`config.mk`:
```
export PLATFORM = sky130hd
export DESIGN_NAME = reset_sequencer
export DESIGN_NICKNAME = d
export VERILOG_FILES = /design/src/rtl/rst_seq_pkg.sv /design/src/rtl/sync_bit.sv /design/src/rtl/reset_sequencer.sv
export SDC_FILE = /design/constraint.sdc
export NUM_CORES = 1
export LEC_CHECK = 0
export ABC_AREA = 0
export ABC_CLOCK_PERIOD_IN_PS = 1600
export CAP_MARGIN = 20
export CORE_ASPECT_RATIO = 0.8
export CORE_UTILIZATION = 55
export CTS_CLUSTER_DIAMETER = 150
export CTS_CLUSTER_SIZE = 24
export DETAILED_ROUTE_END_ITERATION = 8
export DONT_BUFFER_PORTS = 1
export PLACE_DENSITY = 0.73
export SLEW_MARGIN = 40
export SYNTH_ARGS = -nofsm -noshare
export SYNTH_HDL_FRONTEND = slang
export SYNTH_SLANG_ARGS = --single-unit
```
`constraint.sdc`:
```
create_clock -name CLK -period 1.6 [get_ports CLK]
set_input_delay 0.32 -clock CLK [delete_from_list [all_inputs] [get_ports CLK]]
set_output_delay 0.32 -clock CLK [all_outputs]
set_load 0.005 [all_outputs]
```
`src/rtl/rst_seq_pkg.sv`:
```
// rtl/rst_seq_pkg.sv - shared state encoding and counter sizing for reset_sequencer
package rst_seq_pkg;

  typedef enum logic [1:0] {
    RESET   = 2'd0,
    HOLD    = 2'd1,
    RELEASE = 2'd2,
    RUN     = 2'd3
  } seq_state_t;

  function automatic int cnt_width(input int n);
    int w;
    w = $clog2(n);
    return (w < 1) ? 1 : w;
  endfunction

endpackage

```
`src/rtl/sync_bit.sv`:
```
// rtl/sync_bit.sv - N-stage single-bit synchronizer with parameterised reset value
module sync_bit #(
  parameter int   STAGES  = 2,
  parameter logic RST_VAL = 1'b0
) (
  input  logic clk,
  input  logic rst_n,
  input  logic d_i,
  output logic q_o
);

  logic [STAGES-1:0] sync_q;
  logic [STAGES-1:0] sync_d;

  always_comb begin
    sync_d = {sync_q[STAGES-2:0], d_i};
  end

  always_ff @(posedge clk or negedge rst_n) begin
    if (!rst_n) begin
      sync_q <= {STAGES{RST_VAL}};
    end else begin
      sync_q <= sync_d;
    end
  end

  assign q_o = sync_q[STAGES-1];

endmodule

```
`src/rtl/reset_sequencer.sv`:
```
// rtl/reset_sequencer.sv - ordered multi-domain reset release with hold and gap timing
// Optional soft reset request input enabled by RST_SEQ_SOFT_EN.
module reset_sequencer
  import rst_seq_pkg::*;
#(
  parameter int NUM_CH      = 4,
  parameter int SYNC_STAGES = 2,
  parameter int HOLD_CYCLES = 10,
  parameter int STAGE_GAP   = 4
) (
  input  logic              CLK,
  input  logic              RST_N,
  input  logic              locked_i,
`ifdef RST_SEQ_SOFT_EN
  input  logic              soft_rst_req,
`endif
  output logic [NUM_CH-1:0] rst_o,
  output logic [NUM_CH-1:0] rst_n_o,
  output logic              seq_done,
  output logic [1:0]        state_o
);

  localparam int CNT_MAX = (HOLD_CYCLES > STAGE_GAP) ? HOLD_CYCLES : STAGE_GAP;
  localparam int CW      = cnt_width(CNT_MAX);
  localparam int IW      = cnt_width(NUM_CH);

  localparam logic [CW-1:0] HOLD_LOAD = CW'(HOLD_CYCLES - 1);
  localparam logic [CW-1:0] GAP_LOAD  = CW'(STAGE_GAP - 1);
  localparam logic [IW-1:0] LAST_IDX  = IW'(NUM_CH - 1);

  logic rst_sync_n;
  logic lock_s;
  logic soft_w;

  seq_state_t        state_q, state_d;
  logic [CW-1:0]     cnt_q, cnt_d;
  logic [IW-1:0]     idx_q, idx_d;
  logic [IW-1:0]     idx_nxt;
  logic [NUM_CH-1:0] rst_q, rst_d;
  logic [NUM_CH-1:0] rst_n_q, rst_n_d;
  logic              done_q, done_d;

  sync_bit #(.STAGES(SYNC_STAGES), .RST_VAL(1'b0)) u_rst_sync (
    .clk   (CLK),
    .rst_n (RST_N),
    .d_i   (1'b1),
    .q_o   (rst_sync_n)
  );

  sync_bit #(.STAGES(SYNC_STAGES), .RST_VAL(1'b0)) u_lock_sync (
    .clk   (CLK),
    .rst_n (RST_N),
    .d_i   (locked_i),
    .q_o   (lock_s)
  );

`ifdef RST_SEQ_SOFT_EN
  assign soft_w = soft_rst_req;
`else
  assign soft_w = 1'b0;
`endif

  always_comb begin
    state_d = state_q;
    cnt_d   = cnt_q;
    idx_d   = idx_q;
    rst_d   = rst_q;
    done_d  = done_q;
    idx_nxt = idx_q + 1'b1;

    case (state_q)
      RESET: begin
        rst_d  = '1;
        done_d = 1'b0;
        cnt_d  = '0;
        idx_d  = '0;
        if (rst_sync_n && lock_s && !soft_w) begin
          state_d = HOLD;
          cnt_d   = HOLD_LOAD;
        end
      end
      HOLD: begin
        if (cnt_q == '0) begin
          rst_d[0] = 1'b0;
          idx_d    = '0;
          cnt_d    = GAP_LOAD;
          // A single domain finishes the whole sequence on its own release edge.
          if (NUM_CH == 1) begin
            state_d = RUN;
            done_d  = 1'b1;
          end else begin
            state_d = RELEASE;
          end
        end else begin
          cnt_d = cnt_q - 1'b1;
        end
      end
      RELEASE: begin
        if (cnt_q == '0) begin
          idx_d = idx_nxt;
          cnt_d = GAP_LOAD;
          for (int i = 0; i < NUM_CH; i++) begin
            if (i == int'(idx_nxt)) rst_d[i] = 1'b0;
          end
          if (idx_nxt == LAST_IDX) begin
            state_d = RUN;
            done_d  = 1'b1;
          end
        end else begin
          cnt_d = cnt_q - 1'b1;
        end
      end
      RUN: begin
        state_d = RUN;
      end
      default: begin
        state_d = RESET;
      end
    endcase

    // Lock loss or soft request anywhere past RESET restarts the whole sequence.
    if (state_q != RESET && (!lock_s || soft_w)) begin
      state_d = RESET;
      rst_d   = '1;
      done_d  = 1'b0;
      cnt_d   = '0;
      idx_d   = '0;
    end

    rst_n_d = ~rst_d;
  end

  always_ff @(posedge CLK or negedge RST_N) begin
    if (!RST_N) begin
      state_q <= RESET;
      cnt_q   <= '0;
      idx_q   <= '0;
      rst_q   <= '1;
      rst_n_q <= '0;
      done_q  <= 1'b0;
    end else begin
      state_q <= state_d;
      cnt_q   <= cnt_d;
      idx_q   <= idx_d;
      rst_q   <= rst_d;
      rst_n_q <= rst_n_d;
      done_q  <= done_d;
    end
  end

  assign rst_o    = rst_q;
  assign rst_n_o  = rst_n_q;
  assign seq_done = done_q;
  assign state_o  = state_q;

endmodule

```
==> qor.yml, run 1 <==
clocking:
  clk-insertion-delay-late_ps: 320
  clock_sinks: 21
  cts_root_buf: "clkbuf_4"
  clockBufferDepth: 2
  h-tree-depth: 1
  cts_inserted_buffers: 3
  cts_tree: "yes"
  clk_pin_slew_ps: 130
synthesis:
  ys_seq_elements: 21
  synth_most_common_cell: "dfrtp_1"
  seq_area_frac_synth_pct: 47.4
  netlist.top_cell.by_area: "dfrtp_1"
  dominantRegCellSynth: "dfrtp_1"
  syn_area_per_cell_um2: 10.7
  yosysTopAreaCellShare_pct: 38.0
  postSynthCellCount: 105
  synth.area.top_cells: "dfrtp_1 38%, ha_1 12%, dfstp_2 9.4%, a21oi_1 3.6%, inv_1 3.4%"
  syn_area_mm2: 0.00112
  synth_edf_count: 0
  yosys-top-cells-count: "17 x dfrtp_1, 11 x ha_1, 10 x inv_1, 8 x a21oi_1, 7 x nand2_1"
  async_flop_share_pct: 100
  ys_types: 39
  syn-num-nets: 119
  yosys_warnings: 0
layout:
  nets: 138
  drive_gt1_share_pct: 43.1
  multi_input_area_um2: 629
  n_antenna_cell: 0
  syn_to_final_growth_pct: 26.7
  regArea_um2: 533
  num-fill-cells: 116
  finish.instance_area_mm2: 0.00142
sta:
  maxSlewViolCount: 0
  fin_crit_ps: 1600
  setup_viol: 0
  rsz0062_at_grt: "yes"
  finalHoldViolations: 0
  fin_skew_ps: 2.94
  setup_slack_ps: 0.457
  finalCritPeriodShare_pct: 100
  fmax_mhz: 625
power_and_ir_drop:
  power_density_mw_per_mm2: 1990
  p_leak_nw: 0.600
  ir_drop_mv: 1.43
drt:
  drc: 0
  drtPass1Iterations: 4
  viasPerCell: 6.01
  antenna_left: 0
  wl_per_cell_um: 17.2
  vias: 883
  routed_wl_mm: 2.53
  drt_iter0_drc: 18
grt:
  grt_overflow_total: 0
  grt_pass1_vias: 842
  grt_pass1_wl_mm: 3.75
  grtUsageTotal_pct: 24.1
  antenna_found_initial: 0
  grt_max_degree: 22
critical_path:
  required_ps: 1870
  start_kind: "flop"
  criticalPathCategory: "flop to flop"
  end_kind: "flop"
  worstPathArrival_ps: 1870
  path_max_fanout: 5
die:
  rows: 14
  io-pin-count: 14
  fp.dieW_um: 52.4
  die_h_um: 42.3
  core_area_mm2: 0.00189
  die-area_mm2: 0.00222
  start_util_pct: 59.1
placement:
  dpl_cell_area_mm2: 0.00121
  dp_slack_ps: -69.5
  routabilityCongestion: 0.801
  numPortBuffers: 0
  place.detailed.hpwl_mm: 1.60
min_path:
  hold_path.class: "flop to flop"
job:
  maxCapViolations: 0
status:
  status: "completed"
logic make-up (layout without fill, tap and decap cells):
kind of cell / after synthesis / after routing / share of synthesized area [%]
mux: 1 / 1 / 1.01
xor+xnor: 1 / 1 / 0.783
compound gates: 28 / 28 / 18.5
buf+inv: 15 / 33 / 7.16
other cells: 1 / 1 / 0.335
simple gates: 27 / 27 / 12.5
fa+ha+maj: 11 / 11 / 12.3
flops: 21 / 21 / 47.4
power breakdown:
group          switching [mW]  internal (mW)
Combinational           0.924          0.864
Clock                   0.182         0.0956
Sequential              0.104          0.653
Total                    1.21           1.61
final timing paths:
kind	from	to	slack, ps	cells past startpoint
worst min register to register	u_lock_sync.sync_q[0]	u_lock_sync.sync_q[1]	380	0
max in group asynchronous	RST_N	state_o[1]	730	2
min in group asynchronous	RST_N	cnt_q[3]	510	2
worst min-delay path	u_lock_sync.sync_q[0]	u_lock_sync.sync_q[1]	380	0
worst max-delay path	cnt_q[1]	rst_o[3]	0.5	8
worst max register to register	cnt_q[1]	rst_o[3]	0.5	8
flip-flops by register name (all words and copies together) (netlist names):
register and flops:
rst_n_o 4, u_rst_sync.sync_q 2, cnt_q 4, state_o 2, seq_done 1, u_lock_sync.sync_q 2
idx_q 2, rst_o 4
critical path: stages, from the launching register on:
cell	delay, ps
dfrtp_1	410
inv_2	80
ha_4	130
nor3b_4	310
buf_6	190
buf_6	120
nand3_2	70
a21oi_2	170
inv_1	50
through the flow:
| stage | hold slack [ps] | instances | setup TNS, ps | utilization [%] | total power, mW |
|---|---|---|---|---|---|
| final | 380 | 147 | 0 | 74.9 | 2.82 |
| after global routing | 380 | 147 | -523 | 74.9 | 2.98 |
| after CTS | 9.74 | 140 | -5.33 | 68.7 | 2.51 |
| after detailed placement | 24.8 | 134 | -234 | 63.9 | 2.08 |
| after global placement | 25.0 | 134 | -63.8 | 63.9 | 2.03 |
| after floorplan | 24.4 | 105 | 0 | - | 1.74 |
routing by layer:
| metal | routed length (um) | GRT usage [%] |
|---|---|---|
| met1 | 1060 | 29.0 |
| met2 | 1260 | 40.0 |
| met5 | 0 | 0 |
| met3 | 150 | 7.61 |
| met4 | 50 | 8.42 |
layout make-up:
class | count | share of cell area, %
Clock buffer | 3 | 1.59
Clock inverter | 1 | 0.530
Inverter | 10 | 3.00
Multi-Input combinational cell | 69 | 44.4
Sequential cell | 21 | 37.6
Tap cell | 24 | 2.12
Timing Repair Buffer | 19 | 10.8
layout by cell type (no fill, tap or decap), drive strengths merged, types with 2 or more instances in the layout:
master / n
dfstp: 4
a21oi: 8
nand2: 7
nor2: 6
dfrtp: 17
or2: 2
dlygate4sd3: 2
buf: 17
o32ai: 3
ha: 11
o22ai: 3
nand3: 3
inv: 10
nand4: 2
nor3: 2
o21ai: 3
a21o: 3
clkbuf: 3
timing repair:
item / in CTS / in global routing
hold buffers: 1 / 2
setup endpoints to repair: 11 / 14
buffers inserted: 1 / 5
gates resized for setup: 11 / 14
hold endpoints to repair: 21 / 18
pin swaps: 4 / 11
No activity file was read; power rests on OpenSTA's default activity.
==> run 2, diff against run 1 <==
--- a/config.mk
+++ b/config.mk
@@ -6,7 +6,6 @@
 export NUM_CORES = 1
 export LEC_CHECK = 0
 export ABC_AREA = 0
-export ABC_CLOCK_PERIOD_IN_PS = 1600
 export CAP_MARGIN = 20
 export CORE_ASPECT_RATIO = 0.8
 export CORE_UTILIZATION = 55
==> results of run 2 <==
No change in the layout: final DEF, timing and power equal those of run 1.
